## src/rtl/boot_pkg.sv

```systemverilog
// Shared types and constants for the bootstrap word FIFO.
// Holds the FSM state encoding, downstream write-enable codes and default sizes.
package boot_pkg;

  typedef enum logic [1:0] {
    IDLE = 2'd0,
    FILL = 2'd1,
    SLOT = 2'd2,
    DONE = 2'd3
  } state_e;

  localparam logic [1:0] WE_SLOT = 2'b11;
  localparam logic [1:0] WE_IDLE = 2'b00;

  localparam int unsigned DATA_WIDTH_DEF  = 32;
  localparam int unsigned BYTE_WIDTH_DEF  = 8;
  localparam int unsigned DEPTH_LOG2_DEF  = 4;
  localparam int unsigned COUNT_WIDTH_DEF = 22;
  localparam int unsigned SLOT_CYCLES_DEF = 64;

endpackage

```

## src/rtl/boot_word_fifo_if.sv

```systemverilog
// Loader / SRAM-writer facing signal bundle of boot_word_fifo.
// slave = the FIFO block itself, master = whoever drives the loader and pop side.
interface boot_word_fifo_if
  import boot_pkg::*;
#(
  parameter int unsigned DATA_WIDTH  = DATA_WIDTH_DEF,
  parameter int unsigned BYTE_WIDTH  = BYTE_WIDTH_DEF,
  parameter int unsigned DEPTH_LOG2  = DEPTH_LOG2_DEF,
  parameter int unsigned COUNT_WIDTH = COUNT_WIDTH_DEF
);

  logic                   load_start_i;
  logic [COUNT_WIDTH-1:0] load_len_i;
  logic [BYTE_WIDTH-1:0]  byte_data_i;
  logic                   byte_valid_i;
  logic                   read_fifo_i;
  logic [DATA_WIDTH-1:0]  fifo_dataout_o;
  logic [1:0]             write_enable_o;
  logic                   fifo_empty_o;
  logic                   fifo_full_o;
  logic [DEPTH_LOG2:0]    fifo_level_o;
  logic                   overflow_o;
  logic                   busy_o;
  logic                   done_o;

  modport slave (
    input  load_start_i, load_len_i, byte_data_i, byte_valid_i, read_fifo_i,
    output fifo_dataout_o, write_enable_o, fifo_empty_o, fifo_full_o,
           fifo_level_o, overflow_o, busy_o, done_o
  );

  modport master (
    output load_start_i, load_len_i, byte_data_i, byte_valid_i, read_fifo_i,
    input  fifo_dataout_o, write_enable_o, fifo_empty_o, fifo_full_o,
           fifo_level_o, overflow_o, busy_o, done_o
  );

endinterface

```

## src/rtl/boot_fifo_mem.sv

```systemverilog
// Circular word buffer with extra-MSB pointers and a registered read port.
// Pushes while full and pops while empty are ignored; flush wins over both.
module boot_fifo_mem #(
  parameter int unsigned DATA_WIDTH = 32,
  parameter int unsigned DEPTH_LOG2 = 4
) (
  input  logic                  clk_i,
  input  logic                  rst_n_i,
  input  logic                  flush_i,
  input  logic                  push_i,
  input  logic [DATA_WIDTH-1:0] push_data_i,
  input  logic                  pop_i,
  output logic [DATA_WIDTH-1:0] pop_data_o,
  output logic                  full_o,
  output logic                  empty_o,
  output logic [DEPTH_LOG2:0]   level_o
);

  localparam int unsigned DEPTH = 2 ** DEPTH_LOG2;
  localparam int unsigned PTR_W = DEPTH_LOG2 + 1;

  logic [DATA_WIDTH-1:0] mem_q [DEPTH];
  logic [PTR_W-1:0]      wr_ptr_q;
  logic [PTR_W-1:0]      rd_ptr_q;
  logic [DATA_WIDTH-1:0] rd_data_q;
  logic                  push_ok_c;
  logic                  pop_ok_c;

  // Equal pointers mean empty; same index with differing wrap bit means full.
  assign empty_o = (wr_ptr_q == rd_ptr_q);
  assign full_o  = (wr_ptr_q[DEPTH_LOG2] != rd_ptr_q[DEPTH_LOG2]) &&
                   (wr_ptr_q[DEPTH_LOG2-1:0] == rd_ptr_q[DEPTH_LOG2-1:0]);
  assign level_o = wr_ptr_q - rd_ptr_q;

  assign push_ok_c  = push_i && !full_o && !flush_i;
  assign pop_ok_c   = pop_i && !empty_o && !flush_i;
  assign pop_data_o = rd_data_q;

  always_ff @(posedge clk_i or negedge rst_n_i) begin
    if (!rst_n_i) begin
      wr_ptr_q  <= '0;
      rd_ptr_q  <= '0;
      rd_data_q <= '0;
    end else if (flush_i) begin
      wr_ptr_q <= '0;
      rd_ptr_q <= '0;
    end else begin
      if (push_ok_c) wr_ptr_q <= wr_ptr_q + PTR_W'(1);
      if (pop_ok_c) begin
        rd_ptr_q  <= rd_ptr_q + PTR_W'(1);
        rd_data_q <= mem_q[rd_ptr_q[DEPTH_LOG2-1:0]];
      end
    end
  end

  // Storage array carries no reset; only pointers define validity.
  always_ff @(posedge clk_i) begin
    if (push_ok_c) mem_q[wr_ptr_q[DEPTH_LOG2-1:0]] <= push_data_i;
  end

endmodule

```

## src/rtl/boot_word_fifo.sv

```systemverilog
// Bootstrap write-path front end: packs loader bytes big-endian into words,
// buffers them, and paces the SRAM writer with one fixed-length slot per word.
module boot_word_fifo
  import boot_pkg::*;
#(
  parameter int unsigned DATA_WIDTH  = DATA_WIDTH_DEF,
  parameter int unsigned BYTE_WIDTH  = BYTE_WIDTH_DEF,
  parameter int unsigned DEPTH_LOG2  = DEPTH_LOG2_DEF,
  parameter int unsigned COUNT_WIDTH = COUNT_WIDTH_DEF,
  parameter int unsigned SLOT_CYCLES = SLOT_CYCLES_DEF
) (
  input logic            boot_word_fifo_clk_i,
  input logic            boot_word_fifo_rst_n_i,
  boot_word_fifo_if.slave bus
);

  localparam int unsigned HOLD_W     = DATA_WIDTH - BYTE_WIDTH;
  localparam int unsigned SLOT_CNT_W = $clog2(SLOT_CYCLES);

  state_e                 state_q;
  logic [1:0]             byte_idx_q;
  logic [HOLD_W-1:0]      hold_q;
  logic [SLOT_CNT_W-1:0]  slot_cnt_q;
  logic [COUNT_WIDTH-1:0] word_done_q;
  logic [COUNT_WIDTH-1:0] len_q;
  logic                   popped_q;
  logic                   overflow_q;
  logic                   busy_q;
  logic                   done_q;
  logic [1:0]             we_q;

  logic                   flush_c;
  logic                   byte_take_c;
  logic                   push_c;
  logic                   pop_c;
  logic                   fifo_empty_c;
  logic                   fifo_full_c;
  logic [DEPTH_LOG2:0]    fifo_level_c;
  logic [DATA_WIDTH-1:0]  push_word_c;
  logic [DATA_WIDTH-1:0]  fifo_rd_data_c;
  logic [COUNT_WIDTH-1:0] word_done_inc_c;
  logic                   slot_last_c;

  // A load pulse overrides any same-cycle byte or pop.
  assign flush_c         = bus.load_start_i;
  assign byte_take_c     = bus.byte_valid_i && busy_q && !flush_c;
  assign push_c          = byte_take_c && (byte_idx_q == 2'd3);
  assign push_word_c     = {hold_q, bus.byte_data_i};
  assign pop_c           = (state_q == SLOT) && bus.read_fifo_i && !popped_q &&
                           !fifo_empty_c && !flush_c;
  assign word_done_inc_c = word_done_q + COUNT_WIDTH'(1);
  assign slot_last_c     = (slot_cnt_q == SLOT_CNT_W'(SLOT_CYCLES - 1));

  boot_fifo_mem #(
    .DATA_WIDTH (DATA_WIDTH),
    .DEPTH_LOG2 (DEPTH_LOG2)
  ) u_fifo_mem (
    .clk_i       (boot_word_fifo_clk_i),
    .rst_n_i     (boot_word_fifo_rst_n_i),
    .flush_i     (flush_c),
    .push_i      (push_c),
    .push_data_i (push_word_c),
    .pop_i       (pop_c),
    .pop_data_o  (fifo_rd_data_c),
    .full_o      (fifo_full_c),
    .empty_o     (fifo_empty_c),
    .level_o     (fifo_level_c)
  );

  // Packer, slot sequencer and completion tracking.
  always_ff @(posedge boot_word_fifo_clk_i or negedge boot_word_fifo_rst_n_i) begin
    if (!boot_word_fifo_rst_n_i) begin
      state_q     <= IDLE;
      byte_idx_q  <= '0;
      hold_q      <= '0;
      slot_cnt_q  <= '0;
      word_done_q <= '0;
      len_q       <= '0;
      popped_q    <= 1'b0;
      overflow_q  <= 1'b0;
      busy_q      <= 1'b0;
      done_q      <= 1'b0;
      we_q        <= WE_IDLE;
    end else if (flush_c) begin
      byte_idx_q  <= '0;
      slot_cnt_q  <= '0;
      word_done_q <= '0;
      len_q       <= bus.load_len_i;
      popped_q    <= 1'b0;
      overflow_q  <= 1'b0;
      we_q        <= WE_IDLE;
      if (bus.load_len_i == '0) begin
        state_q <= DONE;
        busy_q  <= 1'b0;
        done_q  <= 1'b1;
      end else begin
        state_q <= FILL;
        busy_q  <= 1'b1;
        done_q  <= 1'b0;
      end
    end else begin
      if (byte_take_c) begin
        byte_idx_q <= byte_idx_q + 2'd1;
        hold_q     <= {hold_q[HOLD_W-BYTE_WIDTH-1:0], bus.byte_data_i};
      end
      if (push_c && fifo_full_c) overflow_q <= 1'b1;
      if (pop_c) popped_q <= 1'b1;

      unique case (state_q)
        FILL: begin
          if (!fifo_empty_c) begin
            state_q    <= SLOT;
            slot_cnt_q <= '0;
            popped_q   <= 1'b0;
            we_q       <= WE_SLOT;
          end
        end
        SLOT: begin
          if (slot_last_c) begin
            word_done_q <= word_done_inc_c;
            we_q        <= WE_IDLE;
            if (word_done_inc_c == len_q) begin
              state_q <= DONE;
              busy_q  <= 1'b0;
              done_q  <= 1'b1;
            end else begin
              state_q <= FILL;
            end
          end else begin
            slot_cnt_q <= slot_cnt_q + SLOT_CNT_W'(1);
          end
        end
        IDLE, DONE: state_q <= state_q;
        default:    state_q <= IDLE;
      endcase
    end
  end

  assign bus.fifo_dataout_o = fifo_rd_data_c;
  assign bus.write_enable_o = we_q;
  assign bus.fifo_empty_o   = fifo_empty_c;
  assign bus.fifo_full_o    = fifo_full_c;
  assign bus.fifo_level_o   = fifo_level_c;
  assign bus.overflow_o     = overflow_q;
  assign bus.busy_o         = busy_q;
  assign bus.done_o         = done_q;

endmodule
```

## src/flat_wrapper.sv

```systemverilog
// flat-port wrapper written by rule: the top's interface ports become plain ports
module boot_word_fifo_flat import boot_pkg::*;
#(
  parameter int unsigned DATA_WIDTH  = DATA_WIDTH_DEF,
  parameter int unsigned BYTE_WIDTH  = BYTE_WIDTH_DEF,
  parameter int unsigned DEPTH_LOG2  = DEPTH_LOG2_DEF,
  parameter int unsigned COUNT_WIDTH = COUNT_WIDTH_DEF,
  parameter int unsigned SLOT_CYCLES = SLOT_CYCLES_DEF
)
  (boot_word_fifo_clk_i, boot_word_fifo_rst_n_i, bus_load_start_i, bus_load_len_i, bus_byte_data_i, bus_byte_valid_i, bus_read_fifo_i, bus_fifo_dataout_o, bus_write_enable_o, bus_fifo_empty_o, bus_fifo_full_o, bus_fifo_level_o, bus_overflow_o, bus_busy_o, bus_done_o);
  boot_word_fifo_if #(.DATA_WIDTH(DATA_WIDTH), .BYTE_WIDTH(BYTE_WIDTH), .DEPTH_LOG2(DEPTH_LOG2), .COUNT_WIDTH(COUNT_WIDTH)) bus_i ();
  input logic boot_word_fifo_clk_i;
  input logic boot_word_fifo_rst_n_i;
  input wire logic [$bits(bus_i.load_start_i)-1:0] bus_load_start_i;
  input wire logic [$bits(bus_i.load_len_i)-1:0] bus_load_len_i;
  input wire logic [$bits(bus_i.byte_data_i)-1:0] bus_byte_data_i;
  input wire logic [$bits(bus_i.byte_valid_i)-1:0] bus_byte_valid_i;
  input wire logic [$bits(bus_i.read_fifo_i)-1:0] bus_read_fifo_i;
  output wire logic [$bits(bus_i.fifo_dataout_o)-1:0] bus_fifo_dataout_o;
  output wire logic [$bits(bus_i.write_enable_o)-1:0] bus_write_enable_o;
  output wire logic [$bits(bus_i.fifo_empty_o)-1:0] bus_fifo_empty_o;
  output wire logic [$bits(bus_i.fifo_full_o)-1:0] bus_fifo_full_o;
  output wire logic [$bits(bus_i.fifo_level_o)-1:0] bus_fifo_level_o;
  output wire logic [$bits(bus_i.overflow_o)-1:0] bus_overflow_o;
  output wire logic [$bits(bus_i.busy_o)-1:0] bus_busy_o;
  output wire logic [$bits(bus_i.done_o)-1:0] bus_done_o;
  assign bus_i.load_start_i = bus_load_start_i;
  assign bus_i.load_len_i = bus_load_len_i;
  assign bus_i.byte_data_i = bus_byte_data_i;
  assign bus_i.byte_valid_i = bus_byte_valid_i;
  assign bus_i.read_fifo_i = bus_read_fifo_i;
  assign bus_fifo_dataout_o = bus_i.fifo_dataout_o;
  assign bus_write_enable_o = bus_i.write_enable_o;
  assign bus_fifo_empty_o = bus_i.fifo_empty_o;
  assign bus_fifo_full_o = bus_i.fifo_full_o;
  assign bus_fifo_level_o = bus_i.fifo_level_o;
  assign bus_overflow_o = bus_i.overflow_o;
  assign bus_busy_o = bus_i.busy_o;
  assign bus_done_o = bus_i.done_o;
  boot_word_fifo #(.DATA_WIDTH(DATA_WIDTH), .BYTE_WIDTH(BYTE_WIDTH), .DEPTH_LOG2(DEPTH_LOG2), .COUNT_WIDTH(COUNT_WIDTH), .SLOT_CYCLES(SLOT_CYCLES)) u_core (.boot_word_fifo_clk_i(boot_word_fifo_clk_i), .boot_word_fifo_rst_n_i(boot_word_fifo_rst_n_i), .bus(bus_i));
endmodule
```

## config.mk

```make
export PLATFORM = sky130hd
export DESIGN_NAME = boot_word_fifo_flat
export DESIGN_NICKNAME = d
export VERILOG_FILES = /design/src/rtl/boot_pkg.sv /design/src/rtl/boot_word_fifo_if.sv /design/src/rtl/boot_fifo_mem.sv /design/src/rtl/boot_word_fifo.sv /design/src/flat_wrapper.sv
export SDC_FILE = /design/constraint.sdc
export NUM_CORES = 1
export LEC_CHECK = 0
export BUFFER_PORTS_ARGS = -buffer_cell sky130_fd_sc_hd__buf_4
export CORE_MARGIN = 2
export CORE_UTILIZATION = 40
export DETAILED_ROUTE_END_ITERATION = 6
export PLACE_DENSITY_LB_ADDON = 0.15
export SETUP_SLACK_MARGIN = 0.5
export SLEW_MARGIN = 20
export SYNTH_ARGS = -nofsm -noshare
export SYNTH_HDL_FRONTEND = slang
export SYNTH_SLANG_ARGS = --single-unit
```

## constraint.sdc

```tcl
create_clock -name boot_word_fifo_clk_i -period 3.9 [get_ports boot_word_fifo_clk_i]
set_input_delay 0.39 -clock boot_word_fifo_clk_i [delete_from_list [all_inputs] [get_ports boot_word_fifo_clk_i]]
set_output_delay 0.39 -clock boot_word_fifo_clk_i [all_outputs]
set_load 0.01 [all_outputs]
```

Word level (Yosys, flattened, before mapping)
Memory sizes are Yosys's and may differ from the RTL's. A register that Yosys moved wholly into a read port is not among the register bits.
Cells that the tools add are included.
- $add $sub $neg: 6
- mux-type cells: 41
- eq/ne operators: 13
- bitwise gates (word level): 1
- reductions and logical operators: 36
- operators by type and width (operator ; number):
    2-to-1 mux 22 bit ; 3
    adder 22 x 1 -> 22 bit, second input constant ; 1
    == test 22 bit ; 1
    zero test 22 bit ; 1
    2-to-1 mux 2 bit ; 10
    2-to-1 mux 5 bit ; 4
    2-to-1 mux 1 bit ; 18
    2-to-1 mux 6 bit ; 3
    nonzero test 2 bit ; 7
    logical AND 1 bit ; 13
    case mux 6 bit (2 select lines) ; 1
    AND reduction 3 bit ; 4
    adder 5 x 1 -> 5 bit, second input constant ; 2
    case mux 2 bit (2 select lines) ; 2
    adder 6 x 1 -> 6 bit, second input constant ; 1
    == test 2 bit, second input constant ; 3
    == test 6 bit, second input constant ; 1
    != test 3 bit, second input constant ; 2
    AND reduction 2 bit ; 3
    == test 5 bit ; 1
    zero test 1 bit ; 5
    subtractor 5 bit ; 1
    == test 4 bit ; 1
    != test 3 x 2 -> 1 bit, second input constant ; 1
    other kinds (8) ; 8
- bits in writable memories: 512
- flip-flop bits (word level): 94
- memories kept: 1
- output and inout port bits: 44
- word-level logic and storage cells: 111
- memories (name ; depth ; bits a word ; read ports ; clocked after Yosys merged registers in ; wr ports ; line ; RTL):
    u_core.u_fifo_mem.mem_q ; 16 ; 32 ; 1 ; 1 ; 1 ; boot_fifo_mem.sv:22 ; logic [DATA_WIDTH-1:0] mem_q [DEPTH];

Depth between registers and ports, before layout
- word-level depth: 9
- mapped depth: 12

Modules after synthesis
Synthesis repeated with hierarchy kept, for this count alone.
- cell total of the unflattened synthesis: 1410
- area, all modules: 25849.8 µm²
- modules (own cells, without submodules) (module ; cells each ; sequential area each (µm²) ; times used ; area an instance (µm²)):
    boot_fifo_mem ; 953 ; 16425.8 ; 1 ; 21499.4
    boot_word_fifo ; 457 ; 2077.0 ; 1 ; 4350.4

Worst setup path before layout
OpenSTA, ideal clock, no wires.
- kind: register to register
- from: reg u_core.u_fifo_mem.rd_ptr_q[3]
- to: mem u_core.u_fifo_mem.mem_q[4][0] (enable)
- buffers on the path: 2
- data arrival time: 3290 ps
- stages on the path, launching flop included: 11
- setup slack: 218 ps
- path through: dfrtp_1 inv_2 buf_1 ha_1 and4_1 nor2b_1 clkbuf_1 nor2_1 nand2_1 nor2_1 and2_1
- longest elaborated chain between the ends: 7
- RTL lines (what ; line ; RTL):
    from (decl) ; boot_fifo_mem.sv:24 ; logic [PTR_W-1:0] rd_ptr_q;
    from (signal assigned) ; boot_fifo_mem.sv:50 ; rd_ptr_q <= rd_ptr_q + PTR_W'(1);
    == test 4 bit ; boot_fifo_mem.sv:32 ; (wr_ptr_q[DEPTH_LOG2-1:0] == rd_ptr_q[DEPTH_LOG2-1:0]);
    logical AND 1 bit ; boot_fifo_mem.sv:31 ; assign full_o = (wr_ptr_q[DEPTH_LOG2] != rd_ptr_q[DEPTH_LOG2]) &&
    via bus_fifo_full_o ; flat_wrapper.sv:22 ; output wire logic [$bits(bus_i.fifo_full_o)-1:0] bus_fifo_full_o;
    zero test 1 bit ; boot_fifo_mem.sv:35 ; assign push_ok_c = push_i && !full_o && !flush_i;
    logical AND 1 bit (2 in series) ; boot_fifo_mem.sv:35 ;
    2-to-1 mux 1 bit ; boot_fifo_mem.sv:58 ; if (push_ok_c) mem_q[wr_ptr_q[DEPTH_LOG2-1:0]] <= push_data_i;
    2-to-1 mux 1 bit (implied by the code) ; boot_fifo_mem.sv:58 ;
    to (decl) ; boot_fifo_mem.sv:22 ;
The timed path passes the listed nets, and every way through them passes these cells.

Worst setup path after layout
- from: reg u_core.u_fifo_mem.rd_ptr_q[0]
- to: reg u_core.u_fifo_mem.rd_data_q[27] (netlist: u_core.u_fifo_mem.pop_data_o[27]) (read register of u_core.u_fifo_mem.mem_q)
- longest elaborated chain between the ends: 7
- RTL lines (what ; line ; RTL):
    == test 5 bit ; boot_fifo_mem.sv:30 ; assign empty_o = (wr_ptr_q == rd_ptr_q);
    zero test 1 bit ; boot_fifo_mem.sv:36, boot_word_fifo.sv:50 ;
    logical AND 1 bit ; boot_word_fifo.sv:49 ; assign pop_c = (state_q == SLOT) && bus.read_fifo_i && !popped_q &&
    logical AND 1 bit ; boot_word_fifo.sv:50 ; !fifo_empty_c && !flush_c;
    logical AND 1 bit (2 in series) ; boot_fifo_mem.sv:36 ; assign pop_ok_c = pop_i && !empty_o && !flush_i;
    AND reduction 2 bit (no source line) ; -- ;
    to (decl) ; boot_fifo_mem.sv:25 ; logic [DATA_WIDTH-1:0] rd_data_q;
Parallel ways exist; a longest one is shown, timed or not.
A chain may end at the register's enable or synchronous reset.

==> impl_metrics.json <==
{
  "status": "complete, no violations",
  "hold_path_end": "u_core.len_q[2]",
  "startpoint_type": "register",
  "finalWeightedCongestion": 0.803,
  "ys_async_sr_fraction_pct": 19.6,
  "worst-path-max-fanout": 102,
  "grt_pass1_vias": 13400,
  "fp-row-count": 92,
  "synth_cell_types": 57,
  "syn-instance-count": 1336,
  "ys_top_cells_by_count": "edfxtp_1 (512), mux4_2 (160), nand2_1 (131)",
  "synth-main-ff-cell": "edfxtp_1",
  "fmax_ghz": 0.312,
  "max_slew_margin_pct": 33.5,
  "cts_buffer_depth": 3,
  "via_count": 12900,
  "grt_start_max_net_pins": 132,
  "numCtsBuffers": 70,
  "place_inst": 2233,
  "drv_slew": 0,
  "hp-class": "in -> reg",
  "die_w_um": 256,
  "ys_seq_area_share_pct": 72.8,
  "synth.top_cells.by_area": "edfxtp_1 (61%), mux4_2 (14%), dfrtp_1 (12%)",
  "initial_core_util_pct": 40.3,
  "cts_tree": "built",
  "setup_tns_ps": 0,
  "regToRegSetupSlack_ps": 700,
  "avgSynthCellArea_sq_um": 19.0,
  "multi_input_area_sq_um": 6590,
  "vdd_drop_max_v": 0.000300,
  "cp-end-kind": "register",
  "die_height_um": 256,
  "ant_nets": 0,
  "whs_ps": 37.8,
  "setup_viol": 0,
  "dpl_cell_area_sq_um": 27300,
  "place_ws_ps": 658,
  "timing.rr.start": "u_core.u_fifo_mem.rd_ptr_q[0]",
  "path_class": "reg -> reg",
  "worst_pin_slew_ps": 997,
  "arrival_ps": 3680,
  "clk_latency_ps": 600,
  "yosysMostFrequentCell": "edfxtp_1",
  "min_period_ps": 3200,
  "track_usage_pct": 19.0,
  "fin_worst_skew_ps": 22.2,
  "syn-num-nets": 1387,
  "dieArea_sq_um": 65500,
  "dp_hpwl_um": 33200,
  "min-delay-start": "bus_load_len_i[2]",
  "syn-cell-area_sq_um": 25400,
  "drt-vias-per-instance": 5.44,
  "yosys.area.top_type": "edfxtp_1",
  "finalCritPeriodShare_pct": 82.1,
  "power_density_nw_per_um2": 514,
  "rr_endpoint": "u_core.u_fifo_mem.pop_data_o[27]",
  "drt-total-wl_um": 61400,
  "fillers": 5283,
  "drcViolationCount": 0,
  "power.leakage_nw": 10.1,
  "num-nets-final": 1514,
  "clkTransAtPathRegs_ps": 60,
  "min_path_cells": 2,
  "core-area_sq_um": 63000,
  "syn_to_final_growth_pct": 16.6,
  "regArea_sq_um": 18500,
  "io_buffers": 78,
  "dr.pass1.iters": 5,
  "n_antenna_cell": 0,
  "synth_seq_cells": 637,
  "antenna_found_initial": 1,
  "stdcell_count": 2364,
  "crit_required_ps": 4380,
  "clockRootBuffer": "clkbuf_16",
  "reg2reg_depth": 6,
  "synth_top_area_share_pct": 60.5,
  "grt_pass1_wl_um": 91200,
  "yosys_warnings": 0,
  "io_pins": 79,
  "overflow": 0,
  "fin_ws_ps": 699,
  "fin_area_sq_um": 29600,
  "hold_viol_final": 0,
  "drt-initial-drc-count": 1095,
  "synth-edff-count": 512,
  "htreeDepth": 3,
  "avgRoutedWirePerCell_um": 26.0,
  "maxCapViolCount": 0,
  "layout-drive-gt1-share_pct": 29.8,
  "grt_setup_unrepaired": "false",
  "clock-sinks": 637
}
==> cell families after synthesis <==
family	share of synthesized area, %
buffers and inverters	1.36
and+or+nand+nor	5.04
adders and majority gates	0.818
xor gates and xnor gates	2.02
AOI/OAI and AO/OA	1.66
muxes	16.3
DFF	72.8
==> cell type report <==
class                           instances  area share (%)
Clock buffer                           92            6.52
Clock inverter                         35            1.07
Inverter                               15           0.203
Multi-Input combinational cell        616            22.2
Sequential cell                       637            62.5
Tap cell                              846            3.57
Timing Repair Buffer                  123            3.87
==> state kept, by name, indices dropped and copies added (netlist names) <==
name	cells
u_core.u_fifo_mem.mem_q	512
u_core.u_fifo_mem.pop_data_o	32
u_core.hold_q	24
u_core.len_q	22
u_core.word_done_q	22
u_core.slot_cnt_q	6
u_core.u_fifo_mem.rd_ptr_q	5
u_core.u_fifo_mem.wr_ptr_q	5
u_core.byte_idx_q	2
u_core.state_q	2
u_core.bus.busy_o	1
u_core.bus.done_o	1
u_core.bus.overflow_o	1
u_core.bus.write_enable_o	1
u_core.popped_q	1
==> where the power goes <==
part / switching [W] / internal [W] / total (W)
Combinational: 0.000216 / 0.000198 / 0.000413
Sequential: 0.000458 / 0.00785 / 0.00831
Clock: 0.00267 / 0.00383 / 0.00649
Total: 0.00334 / 0.0119 / 0.0152
==> through the flow <==
| stage | power (W) | util [%] |
|---|---|---|
| after global placement | 0.00884 | 43.4 |
| after floorplan | 0.00849 | - |
| final | 0.0152 | 47.0 |
| after global routing | 0.0157 | 47.0 |
| after CTS | 0.0154 | 47.0 |
| after detailed placement | 0.00887 | 43.4 |
==> critical path, stage by stage, from the launching register on <==
cell and delay [ps]:
dfrtp_4 440, buf_16 460, buf_4 670, mux4_2 600
mux4_2 460, nand2_1 80, nand2_1 60
==> cells in the final DEF, fill, tap and decap left out, types with 18 or more instances in the layout <==
| master | n |
|---|---|
| clkbuf_16 | 74 |
| xor2_1 | 33 |
| nor2_1 | 43 |
| a21oi_1 | 18 |
| nand2_1 | 131 |
| buf_4 | 102 |
| dfrtp_1 | 122 |
| mux2_2 | 45 |
| mux4_2 | 160 |
| edfxtp_1 | 512 |
| xnor2_1 | 23 |
==> how the worst max path moves through the flow <==
stage / slack, ps / to / start
after floorplan: 550 / u_core.u_fifo_mem.mem_q[7][0] / u_core.u_fifo_mem.rd_ptr_q[3]
after global placement: 670 / u_core.u_fifo_mem.pop_data_o[27] / u_core.u_fifo_mem.rd_ptr_q[0]
after detailed placement: 660 / u_core.u_fifo_mem.pop_data_o[27] / u_core.u_fifo_mem.rd_ptr_q[0]
after CTS: 640 / u_core.u_fifo_mem.pop_data_o[27] / u_core.u_fifo_mem.rd_ptr_q[0]
after global routing: 520 / u_core.u_fifo_mem.pop_data_o[0] / u_core.u_fifo_mem.rd_ptr_q[0]
final: 700 / u_core.u_fifo_mem.pop_data_o[27] / u_core.u_fifo_mem.rd_ptr_q[0]
==> routing by layer <==
layer | global-route usage (%) | vias to the layer above | wire length, um
met5 | 0 | - | 0
met4 | 4.79 | 0 | 988
met3 | 3.44 | 72 | 3130
met2 | 30.9 | 340 | 29800
met1 | 26.8 | 6901 | 27500
li1 | - | 5547 | -
==> what timing repair did <==
action,4_1_cts,5_1_grt
hold buffers,4,0
setup endpoints to repair,0,8
hold endpoints to repair,84,0
buffers inserted,0,0
gates resized for setup,0,1
(Power assumes the default switching activity.)
